==> src/rtl/scroll_marquee_if.sv <==
// Signal bundle between the scrolling-text engine and the code that feeds and displays it.
// The master side loads messages and controls scrolling; the slave side is the engine.
interface scroll_marquee_if #(
    parameter int DIGITS  = 4,
    parameter int MSG_LEN = 8,
    parameter int SYM_W   = 4
);
    localparam int LEN_W = $clog2(MSG_LEN + 1);
    localparam int POS_W = $clog2(MSG_LEN);

    logic                     load;
    logic [MSG_LEN*SYM_W-1:0] msg;
    logic [LEN_W-1:0]         msg_len;
    logic                     run;
    logic                     dir;
    logic [DIGITS*SYM_W-1:0]  nums;
    logic [POS_W-1:0]         pos;
    logic                     wrap;
    logic [DIGITS-1:0]        ssd_ctl;
    logic [SYM_W-1:0]         sym_out;

    modport master (
        output load, msg, msg_len, run, dir,
        input  nums, pos, wrap, ssd_ctl, sym_out
    );

    modport slave (
        input  load, msg, msg_len, run, dir,
        output nums, pos, wrap, ssd_ctl, sym_out
    );
endinterface

==> src/rtl/scroll_marquee.sv <==
// Scrolling-text engine: DIGITS-wide window over a loadable message plus digit-scan drive.
// Define SCROLL_BOUNCE_EN for ping-pong scrolling instead of circular wrap.
module scroll_marquee #(
    parameter int DIGITS   = 4,
    parameter int MSG_LEN  = 8,
    parameter int SYM_W    = 4,
    parameter int TICK_DIV = 50000000,
    parameter int SCAN_DIV = 100000
) (
    input logic            clk,
    input logic            rst_n,
    scroll_marquee_if.slave bus
);
    localparam int LEN_W  = $clog2(MSG_LEN + 1);
    localparam int POS_W  = $clog2(MSG_LEN);
    localparam int TICK_W = (TICK_DIV > 1) ? $clog2(TICK_DIV) : 1;
    localparam int SCAN_W = (SCAN_DIV > 1) ? $clog2(SCAN_DIV) : 1;
    localparam int IDX_W  = (DIGITS > 1) ? $clog2(DIGITS) : 1;
    localparam int SUM_W  = $clog2(MSG_LEN + DIGITS) + 1;

    localparam logic [TICK_W-1:0] TICK_LAST = TICK_W'(TICK_DIV - 1);
    localparam logic [SCAN_W-1:0] SCAN_LAST = SCAN_W'(SCAN_DIV - 1);
    localparam logic [IDX_W-1:0]  IDX_LAST  = IDX_W'(DIGITS - 1);
    localparam logic [LEN_W-1:0]  LEN_MAX   = LEN_W'(MSG_LEN);

    logic [MSG_LEN*SYM_W-1:0] msg_q, msg_d;
    logic [LEN_W-1:0]         len_q, len_d, len_load, len_last;
    logic [POS_W-1:0]         pos_q, pos_d;
    logic [LEN_W-1:0]         pos_ext;
    logic [TICK_W-1:0]        tick_q, tick_d;
    logic                     step;
    logic                     wrap_q, wrap_d;
    logic [DIGITS*SYM_W-1:0]  nums_q, nums_d;
    logic [SUM_W-1:0]         win_idx;
    logic [SCAN_W-1:0]        scan_cnt_q, scan_cnt_d;
    logic [IDX_W-1:0]         scan_idx_q, scan_idx_d;
    logic [DIGITS-1:0]        ssd_q, ssd_d;
    logic [SYM_W-1:0]         sym_q, sym_d;

`ifdef SCROLL_BOUNCE_EN
    typedef enum logic {
        FWD = 1'b0,
        REV = 1'b1
    } dir_e;

    dir_e dir_q, dir_d;
`endif

    // Scroll prescaler: frozen while paused so the tick phase survives a pause.
    always_comb begin
        tick_d = tick_q;
        step   = 1'b0;
        if (bus.load) begin
            tick_d = '0;
        end else if (bus.run) begin
            if (tick_q == TICK_LAST) begin
                tick_d = '0;
                step   = 1'b1;
            end else begin
                tick_d = tick_q + 1'b1;
            end
        end
    end

    always_comb begin
        if (bus.msg_len == '0) begin
            len_load = LEN_W'(1);
        end else if (bus.msg_len > LEN_MAX) begin
            len_load = LEN_MAX;
        end else begin
            len_load = bus.msg_len;
        end
    end

    always_comb begin
        msg_d    = msg_q;
        len_d    = len_q;
        pos_d    = pos_q;
        wrap_d   = 1'b0;
        pos_ext  = LEN_W'(pos_q);
        len_last = len_q - 1'b1;
`ifdef SCROLL_BOUNCE_EN
        dir_d    = dir_q;
`endif
        if (bus.load) begin
            msg_d = bus.msg;
            len_d = len_load;
            pos_d = '0;
`ifdef SCROLL_BOUNCE_EN
            dir_d = bus.dir ? REV : FWD;
`endif
        end else if (step) begin
`ifdef SCROLL_BOUNCE_EN
            if (len_q == LEN_W'(1)) begin
                wrap_d = 1'b1;
            end else if (dir_q == FWD) begin
                if (pos_ext == len_last) begin
                    pos_d  = POS_W'(len_q - LEN_W'(2));
                    dir_d  = REV;
                    wrap_d = 1'b1;
                end else begin
                    pos_d = pos_q + 1'b1;
                end
            end else begin
                if (pos_q == '0) begin
                    pos_d  = POS_W'(1);
                    dir_d  = FWD;
                    wrap_d = 1'b1;
                end else begin
                    pos_d = pos_q - 1'b1;
                end
            end
`else
            if (!bus.dir) begin
                if (pos_ext == len_last) begin
                    pos_d  = '0;
                    wrap_d = 1'b1;
                end else begin
                    pos_d = pos_q + 1'b1;
                end
            end else begin
                if (pos_q == '0) begin
                    pos_d  = POS_W'(len_last);
                    wrap_d = 1'b1;
                end else begin
                    pos_d = pos_q - 1'b1;
                end
            end
`endif
        end
    end

    // Window from the next-state values so nums lands on the same edge as pos.
    // (pos+k) mod len by repeated conditional subtraction; DIGITS passes cover len=1.
    always_comb begin
        nums_d  = '0;
        win_idx = '0;
        for (int unsigned k = 0; k < DIGITS; k++) begin
            win_idx = SUM_W'(pos_d) + SUM_W'(k);
            for (int unsigned j = 0; j < DIGITS; j++) begin
                if (win_idx >= SUM_W'(len_d)) begin
                    win_idx = win_idx - SUM_W'(len_d);
                end
            end
            nums_d[(DIGITS-1-k)*SYM_W +: SYM_W] = msg_d[win_idx*SYM_W +: SYM_W];
        end
    end

    // Scan drive uses next-state nums too, keeping sym_out aligned with nums and ssd_ctl.
    always_comb begin
        scan_cnt_d = scan_cnt_q + 1'b1;
        scan_idx_d = scan_idx_q;
        if (scan_cnt_q == SCAN_LAST) begin
            scan_cnt_d = '0;
            scan_idx_d = (scan_idx_q == IDX_LAST) ? '0 : scan_idx_q + 1'b1;
        end
        ssd_d = ~(DIGITS'(1) << (IDX_LAST - scan_idx_d));
        sym_d = nums_d[(IDX_LAST - scan_idx_d)*SYM_W +: SYM_W];
    end

    always_ff @(posedge clk) begin
        if (!rst_n) begin
            msg_q      <= '0;
            len_q      <= LEN_MAX;
            pos_q      <= '0;
            tick_q     <= '0;
            wrap_q     <= 1'b0;
            nums_q     <= '0;
            scan_cnt_q <= '0;
            scan_idx_q <= '0;
            ssd_q      <= ~(DIGITS'(1) << IDX_LAST);
            sym_q      <= '0;
        end else begin
            msg_q      <= msg_d;
            len_q      <= len_d;
            pos_q      <= pos_d;
            tick_q     <= tick_d;
            wrap_q     <= wrap_d;
            nums_q     <= nums_d;
            scan_cnt_q <= scan_cnt_d;
            scan_idx_q <= scan_idx_d;
            ssd_q      <= ssd_d;
            sym_q      <= sym_d;
        end
    end

`ifdef SCROLL_BOUNCE_EN
    always_ff @(posedge clk) begin
        if (!rst_n) begin
            dir_q <= bus.dir ? REV : FWD;
        end else begin
            dir_q <= dir_d;
        end
    end
`endif

    assign bus.nums    = nums_q;
    assign bus.pos     = pos_q;
    assign bus.wrap    = wrap_q;
    assign bus.ssd_ctl = ssd_q;
    assign bus.sym_out = sym_q;
endmodule

==> src/flat_wrapper.sv <==
// flat-port wrapper written by rule: the top's interface ports become plain ports
module scroll_marquee_flat 
#(
    parameter int DIGITS   = 4,
    parameter int MSG_LEN  = 8,
    parameter int SYM_W    = 4,
    parameter int TICK_DIV = 50000000,
    parameter int SCAN_DIV = 100000
)
  (clk, rst_n, bus_load, bus_msg, bus_msg_len, bus_run, bus_dir, bus_nums, bus_pos, bus_wrap, bus_ssd_ctl, bus_sym_out);
  scroll_marquee_if #(.DIGITS(DIGITS), .MSG_LEN(MSG_LEN), .SYM_W(SYM_W)) bus_i ();
  input logic clk;
  input logic rst_n;
  input wire logic [$bits(bus_i.load)-1:0] bus_load;
  input wire logic [$bits(bus_i.msg)-1:0] bus_msg;
  input wire logic [$bits(bus_i.msg_len)-1:0] bus_msg_len;
  input wire logic [$bits(bus_i.run)-1:0] bus_run;
  input wire logic [$bits(bus_i.dir)-1:0] bus_dir;
  output wire logic [$bits(bus_i.nums)-1:0] bus_nums;
  output wire logic [$bits(bus_i.pos)-1:0] bus_pos;
  output wire logic [$bits(bus_i.wrap)-1:0] bus_wrap;
  output wire logic [$bits(bus_i.ssd_ctl)-1:0] bus_ssd_ctl;
  output wire logic [$bits(bus_i.sym_out)-1:0] bus_sym_out;
  assign bus_i.load = bus_load;
  assign bus_i.msg = bus_msg;
  assign bus_i.msg_len = bus_msg_len;
  assign bus_i.run = bus_run;
  assign bus_i.dir = bus_dir;
  assign bus_nums = bus_i.nums;
  assign bus_pos = bus_i.pos;
  assign bus_wrap = bus_i.wrap;
  assign bus_ssd_ctl = bus_i.ssd_ctl;
  assign bus_sym_out = bus_i.sym_out;
  scroll_marquee #(.DIGITS(DIGITS), .MSG_LEN(MSG_LEN), .SYM_W(SYM_W), .TICK_DIV(TICK_DIV), .SCAN_DIV(SCAN_DIV)) u_core (.clk(clk), .rst_n(rst_n), .bus(bus_i));
endmodule
==> config.mk <==
export PLATFORM = sky130hd
export DESIGN_NAME = scroll_marquee_flat
export DESIGN_NICKNAME = d
export VERILOG_FILES = /design/src/rtl/scroll_marquee_if.sv /design/src/rtl/scroll_marquee.sv /design/src/flat_wrapper.sv
export SDC_FILE = /design/constraint.sdc
export NUM_CORES = 1
export LEC_CHECK = 0
export ABC_CLOCK_PERIOD_IN_PS = 15490
export CAP_MARGIN = 15
export CORE_MARGIN = 2
export CORE_UTILIZATION = 55
export CTS_BUF_LIST = sky130_fd_sc_hd__clkbuf_16
export DETAILED_ROUTE_END_ITERATION = 16
export DONT_BUFFER_PORTS = 1
export PLACE_DENSITY = 0.73
export SKIP_LAST_GASP = 1
export SLEW_MARGIN = 20
export SYNTH_ARGS = -nofsm -noshare
export SYNTH_HDL_FRONTEND = slang
export SYNTH_SLANG_ARGS = --single-unit
==> constraint.sdc <==
create_clock -name clk -period 15.49 [get_ports clk]
set_input_delay 4.647 -clock clk [delete_from_list [all_inputs] [get_ports clk]]
set_output_delay 4.647 -clock clk [all_outputs]
set_load 0.02 [all_outputs]
== Word-level counts from Yosys, hierarchy flattened ==
Index checks and enable logic that the tools add are counted.
Word-level totals
  word-level logic and storage cells: 106
  input bits: 41
  register bits: 109
  output and inout port bits: 28
Operators by class
  mux-type cells: 34
  shifts and indexed selects: 6
  reductions and logical operators: 5
  eq/ne operators: 4
  bitwise logic cells: 3
  $add $sub $neg: 27
  magnitude comparators: 17
Operators with widths (number)
  32-bit by 8-bit indexed part select with 4-bit output: 4
  5-bit 2-to-1 mux: 16
  5-bit by 4-bit >= comparator with 1-bit output: 15
  5-bit by 4-bit subtractor with 5-bit output: 15
  16-bit by 33-bit indexed part select with 4-bit output: 1
  32-bit 2-to-1 mux: 1
  26-bit by 1-bit adder with 26-bit output (second input constant): 1
  26-bit == test (second input constant): 1
  26-bit 2-to-1 mux: 1
  17-bit by 1-bit adder with 17-bit output (second input constant): 1
  17-bit == test (second input constant): 1
  3-bit 2-to-1 mux: 5
  4-bit 2-to-1 mux: 3
  3-bit by 2-bit adder with 4-bit output (second input constant): 2
  1-bit 2-to-1 mux: 6
  3-bit by 4-bit subtractor with 5-bit output: 1
  3-bit by 1-bit adder with 4-bit output (second input constant): 1
  3-bit by 4-bit == test with 1-bit output: 1
  3-bit by 4-bit >= comparator with 1-bit output: 1
  4-bit greater-than comparator (second input constant): 1
  4-bit logical NOT: 1
  2-bit 2-to-1 mux: 2
  4-bit inverter: 1
  2-bit OR reduction: 2
  other kinds (11): 12

== Depth between registers and ports, before layout ==
  word-level depth: 17
  gate-level depth with buffers: 44

== Least setup slack after synthesis ==
No wires, ideal clock.
  path kind: in2reg
  from: input bus_load
  to: register u_core.sym_q[2] (netlist: u_core.bus.sym_out[2])
  setup time: 134 ps
  buffers on the path: 6
  slack: 615 ps
  arrival: 14741 ps
  stages on the path: 40
  cells stage by stage: buf_4 -> clkbuf_1 -> buf_2 -> buf_2 -> buf_1 -> nand2b_1 -> a2bb2oi_1 -> inv_1 -> fa_1 -> xor2_1 -> nor3_1 -> a21o_1 -> ha_1 -> inv_1 -> o2111ai_1 -> nand2_1 -> o221ai_2 -> nand2_1 -> (+4 left out) -> o21ai_0 -> a41o_1 -> or2_2 -> o211ai_1 -> buf_2 -> inv_1 -> ha_1 -> nand2b_1 -> a21o_1 -> a21o_1 -> a21oi_1 -> o21ai_1 -> nor2_2 -> mux2i_2 -> a211oi_1 -> o221ai_1 -> a311oi_1 -> or4_1
On the way
  elaborated cells on any way between the ends: 61
  those cells by class: 19 x add/sub; 16 x order compare; 5 x shift; 21 x mux
RTL lines
  start: declaration: RTL line flat_wrapper.sv:14  | input wire logic [$bits(bus_i.load)-1:0] bus_load;
  4-bit 2-to-1 mux (*): RTL line scroll_marquee.sv:85  | if (bus.load) begin
  net u_core.len_d[1]: RTL line scroll_marquee.sv:27  | logic [LEN_W-1:0] len_q, len_d, len_load, len_last;
  5-bit by 4-bit subtractor with 5-bit output (tied with other cells): RTL line scroll_marquee.sv:142  | win_idx = win_idx - SUM_W'(len_d);
  5-bit 2-to-1 mux: RTL line scroll_marquee.sv:141  | if (win_idx >= SUM_W'(len_d)) begin
  5-bit by 4-bit subtractor with 5-bit output / 5-bit by 4-bit >= comparator with 1-bit output (equally long branches): RTL line scroll_marquee.sv:142, scroll_marquee.sv:141
  5-bit 2-to-1 mux: RTL line scroll_marquee.sv:141
  5-bit by 4-bit subtractor with 5-bit output / 5-bit by 4-bit >= comparator with 1-bit output (equally long branches): RTL line scroll_marquee.sv:142, scroll_marquee.sv:141
  5-bit 2-to-1 mux: RTL line scroll_marquee.sv:141
  5-bit by 4-bit subtractor with 5-bit output / 5-bit by 4-bit >= comparator with 1-bit output (equally long branches): RTL line scroll_marquee.sv:142, scroll_marquee.sv:141
  5-bit 2-to-1 mux: RTL line scroll_marquee.sv:141
  32-bit by 8-bit indexed part select with 4-bit output: RTL line scroll_marquee.sv:145  | nums_d[(DIGITS-1-k)*SYM_W +: SYM_W] = msg_d[win_idx*SYM_W +: SYM_W];
  16-bit by 33-bit indexed part select with 4-bit output (*): RTL line scroll_marquee.sv:158  | sym_d = nums_d[(IDX_LAST - scan_idx_d)*SYM_W +: SYM_W];
  end signal: assignment: RTL line scroll_marquee.sv:183  | sym_q <= sym_d;
  end: declaration: RTL line scroll_marquee.sv:38  | logic [SYM_W-1:0] sym_q, sym_d;
The timed path passes the listed nets; every way through them passes the cells marked *.
A chain may end at the register's enable or synchronous reset.

== Worst setup path in the final report ==
  from: input bus_run
  to: register u_core.sym_q[2] (netlist: u_core.bus.sym_out[2])
On the way
  word-level cells in the longest chain between the ends: 15
  elaborated cells on any way between the ends: 60
  those cells by class: 19 x add/sub; 16 x order compare; 5 x shift; 20 x mux
RTL lines
  start: declaration: RTL line flat_wrapper.sv:17  | input wire logic [$bits(bus_i.run)-1:0] bus_run;
  1-bit 2-to-1 mux (*): RTL line scroll_marquee.sv:55  | end else if (bus.run) begin
  1-bit 2-to-1 mux (*): RTL line scroll_marquee.sv:53  | if (bus.load) begin
  3-bit 2-to-1 mux (*): RTL line scroll_marquee.sv:92  | end else if (step) begin
  3-bit 2-to-1 mux (*): RTL line scroll_marquee.sv:85
  3-bit by 2-bit adder with 4-bit output / 3-bit by 1-bit adder with 4-bit output (equally long branches): RTL line scroll_marquee.sv:139  | win_idx = SUM_W'(pos_d) + SUM_W'(k);
  5-bit by 4-bit subtractor with 5-bit output / 5-bit by 4-bit >= comparator with 1-bit output (equally long branches): RTL line scroll_marquee.sv:142, scroll_marquee.sv:141
  5-bit 2-to-1 mux: RTL line scroll_marquee.sv:141
  5-bit by 4-bit subtractor with 5-bit output / 5-bit by 4-bit >= comparator with 1-bit output (equally long branches): RTL line scroll_marquee.sv:142, scroll_marquee.sv:141
  5-bit 2-to-1 mux: RTL line scroll_marquee.sv:141
  5-bit by 4-bit subtractor with 5-bit output / 5-bit by 4-bit >= comparator with 1-bit output (equally long branches): RTL line scroll_marquee.sv:142, scroll_marquee.sv:141
  5-bit 2-to-1 mux: RTL line scroll_marquee.sv:141
  5-bit by 4-bit subtractor with 5-bit output / 5-bit by 4-bit >= comparator with 1-bit output (equally long branches): RTL line scroll_marquee.sv:142, scroll_marquee.sv:141
  5-bit 2-to-1 mux: RTL line scroll_marquee.sv:141
  32-bit by 8-bit indexed part select with 4-bit output: RTL line scroll_marquee.sv:145
  16-bit by 33-bit indexed part select with 4-bit output (*): RTL line scroll_marquee.sv:158
Every way passes the cells marked *; elsewhere a longest branch is shown, timed or not.

==> summary.md <==
| Metric | Value |
|---|---|
| Status | `finished clean` |
| CTS HTree Levels | `3` |
| GR Overflow Total | `0` |
| Initial antenna violation count | `0` |
| Syn avg cell area | `8.330 µm²` |
| Routed length per placed instance | `18.90 µm` |
| # setup viols final | `0` |
| RSZ-0062 raised after global routing | `no` |
| Worst EP arrival | `14840 ps` |
| FP Rows | `50` |
| Worst-Skew Late Latency | `380 ps` |
| Die Y-Extent | `142.1 µm` |
| Clock sink total | `109` |
| Antenna Nets Post-Route | `0` |
| Netlist Area Pre-Place | `0.01050 mm²` |
| Final count of hold timing violations | `0` |
| Area of the multi-input gates | `0.007944 mm²` |
| CTS root buf | `clkbuf_16` |
| Unique cell type count in the Yosys netlist | `101` |
| CTS clk-pin slew, worst paths | `80 ps` |
| Port bufs | `0` |
| First-pass GRT wire length | `45140 µm` |
| Setup repair bufs after CTS | `0` |
| Syn Nets | `1388` |
| Post-synth top cells | `117 x nor2_1, 109 x dfxtp_1, 103 x mux2i_1, 85 x nand2_1, 71 x ha_1` |
| CP peak stage delay | `720 ps` |
| Mapped Cells | `1260` |
| # hold bufs at CTS | `0` |
| Ys flop type | `dfxtp_1` |
| Hold Crit Class | `register to register` |
| Final WL | `28070 µm` |
| Max FO, Critical Path | `13` |
| Slowest CP cell | `o211ai_1` |
| Cells after DPL | `1469` |
| Routed vias/inst | `6.457` |
| Post-synth EDFFs | `0` |
| GRT Total Usage | `0.2760` |
| Yosys reg bits | `109` |
| Final std cells w/o fill | `1485` |
| Power Density | `152.2 mW/mm²` |
| Worst slack, placed | `731.7 ps` |
| Final core utilization | `0.5884` |
| CP Launch Type | `primary input` |
| Yosys warnings | `0` |
| Crit. End Element | `register` |
| 1st-iter DRT viols | `835` |
| Post-DP HPWL | `21350 µm` |
| Maximum VDD drop | `0.0001047 V` |
| Fin. max-slew vios | `0` |
| Cts repair resizes | `0` |
| Most frequent cell after synthesis | `nor2_1` |
| Die area | `0.02021 mm²` |
| Worst Skew | `14.98 ps` |
| Placement Cell Area | `0.01070 mm²` |
| Ant diodes | `0` |
| CTS max path bufs | `2` |
| Post-synth top area cell | `dfxtp_1` |
| Worst Max-Slew Pin Slew | `1042 ps` |
| CTS tree | `done` |
| Core area | `0.01871 mm²` |
| P&R area growth vs syn | `4.863%` |
| Num CTS Buffers | `9` |
| Initial core utilization | `0.5611` |
| Top-area cell type share of the netlist area | `0.2079` |
| Sequential element share of the synthesized area | `0.2079` |
| Layout cell share with drive strength beyond 1 | `0.08793` |
| Layout fillers | `1685` |
| Final GP Congestion | `0.9836` |
| Largest net degree at the start of global routing | `54` |
| Period utilisation layout | `0.9424` |
| Finished Cell Area | `0.01101 mm²` |
| Total Power | `1.675 mW` |
| MaxCap Viol Count | `0` |
| Via count | `9589` |
| Post-synth ARST share | `0` |
| Vias in the first global route | `8985` |
| Worst Path Required | `15740 ps` |
| CP Class | `primary input to register` |
| Layout net count | `1374` |
| Top post-synthesis cells by area | `dfxtp_1 21%, mux2i_1 9.8%, ha_1 8.5%` |
| Max_slew headroom | `0.2977` |
| # DRC | `0` |
| Final min period | `14600 ps` |
| First-pass DRT Iterations | `10` |
| Die width | `142.1 µm` |
| F_max | `68.51 MHz` |
| Setup WS post-layout | `892.7 ps` |
| Static Leak | `4.533 nW` |
| Ports | `69` |
| Sum of negative setup slack | `0 ps` |
| Reg area | `0.002182 mm²` |
| Hold_ws | `492.0 ps` |
[cells in the final DEF (no fill, tap or decap), drive strengths merged, types with 10 or more instances in the layout]
cell     instances
nor2           118
dfxtp          109
mux2i          105
nand2           85
ha              71
a21oi           67
o21ai           67
inv             64
nor2b           50
mux2            39
xor2            38
nand3           38
xnor2           30
a211oi          25
nor3            23
nand2b          22
a21o            22
and2            22
fa              16
nand4           15
o211ai          14
o221ai          14
or3             13
o21a            12
and3            11
a2111oi         11
or2             10
[per-layer routing]
metal  share of wire  up-vias  global-route usage  wire (µm)
li1                -     4595                   -          -
met1            0.45     4487              0.3843      12530
met2            0.44      441              0.4261      12340
met3           0.089       66             0.04879       2511
met4           0.024        0              0.1042        684
met5               0        -                   0          0
[power by group]
part           total (mW)  switching [mW]  internal, mW
clock               0.244           0.127         0.117
sequential          0.321          0.0215         0.300
combinational        1.11           0.654         0.456
[sequential cells by signal, summed over array words and instances, names as in the netlist]
register            cells
u_core.msg_q           32
u_core.bus.pos          3
u_core.tick_q          26
u_core.bus.ssd_ctl      4
u_core.scan_cnt_q      17
u_core.bus.sym_out      4
u_core.bus.wrap         1
u_core.bus.nums        16
u_core.len_q            4
u_core.scan_idx_q       2
[kinds of logic (layout without fill, tap and decap cells)]
kind of cell / count (synthesis) / in the layout / share of synthesized area
muxes: 146 / 146 / 0.1482
DFF: 109 / 109 / 0.2079
xor gates and xnor gates: 68 / 68 / 0.05817
and+or+nand+nor: 450 / 450 / 0.2265
buffers and inverters: 92 / 83 / 0.03683
adders and majority gates: 87 / 87 / 0.1152
AOI/OAI and AO/OA: 308 / 308 / 0.2073
[final cells by class]
cell class	instances	share of cell area
Multi-Input combinational cell	1059	0.7217
Sequential cell	109	0.1982
Tap cell	234	0.02660
Clock buffer	9	0.02046
Clock inverter	7	0.007389
Inverter	59	0.02012
Timing Repair Buffer	8	0.005456
[critical path, delay by kind of cell]
family,cells,cell delay [ps]
AOI/OAI and AO/OA,19,4290
adders and majority gates,4,1580
buffers and inverters,2,220
muxes,1,430
and+or+nand+nor,12,3670
[worst paths after layout]
check	start	end	slack, ps	cells after the start
worst min register to register	u_core.tick_q[23]$_SDFFE_PP0P_	u_core.tick_q[23]$_SDFFE_PP0P_	490	2
worst max-delay path	bus_run	u_core.bus.sym_out[2]$_SDFF_PN0_	890	38
worst max register to register	u_core.len_q[0]$_SDFF_PN0_	u_core.bus.sym_out[2]$_SDFF_PN0_	4420	42
worst min-delay path	u_core.tick_q[23]$_SDFFE_PP0P_	u_core.tick_q[23]$_SDFFE_PP0P_	490	2
(Power assumes the default switching activity.)
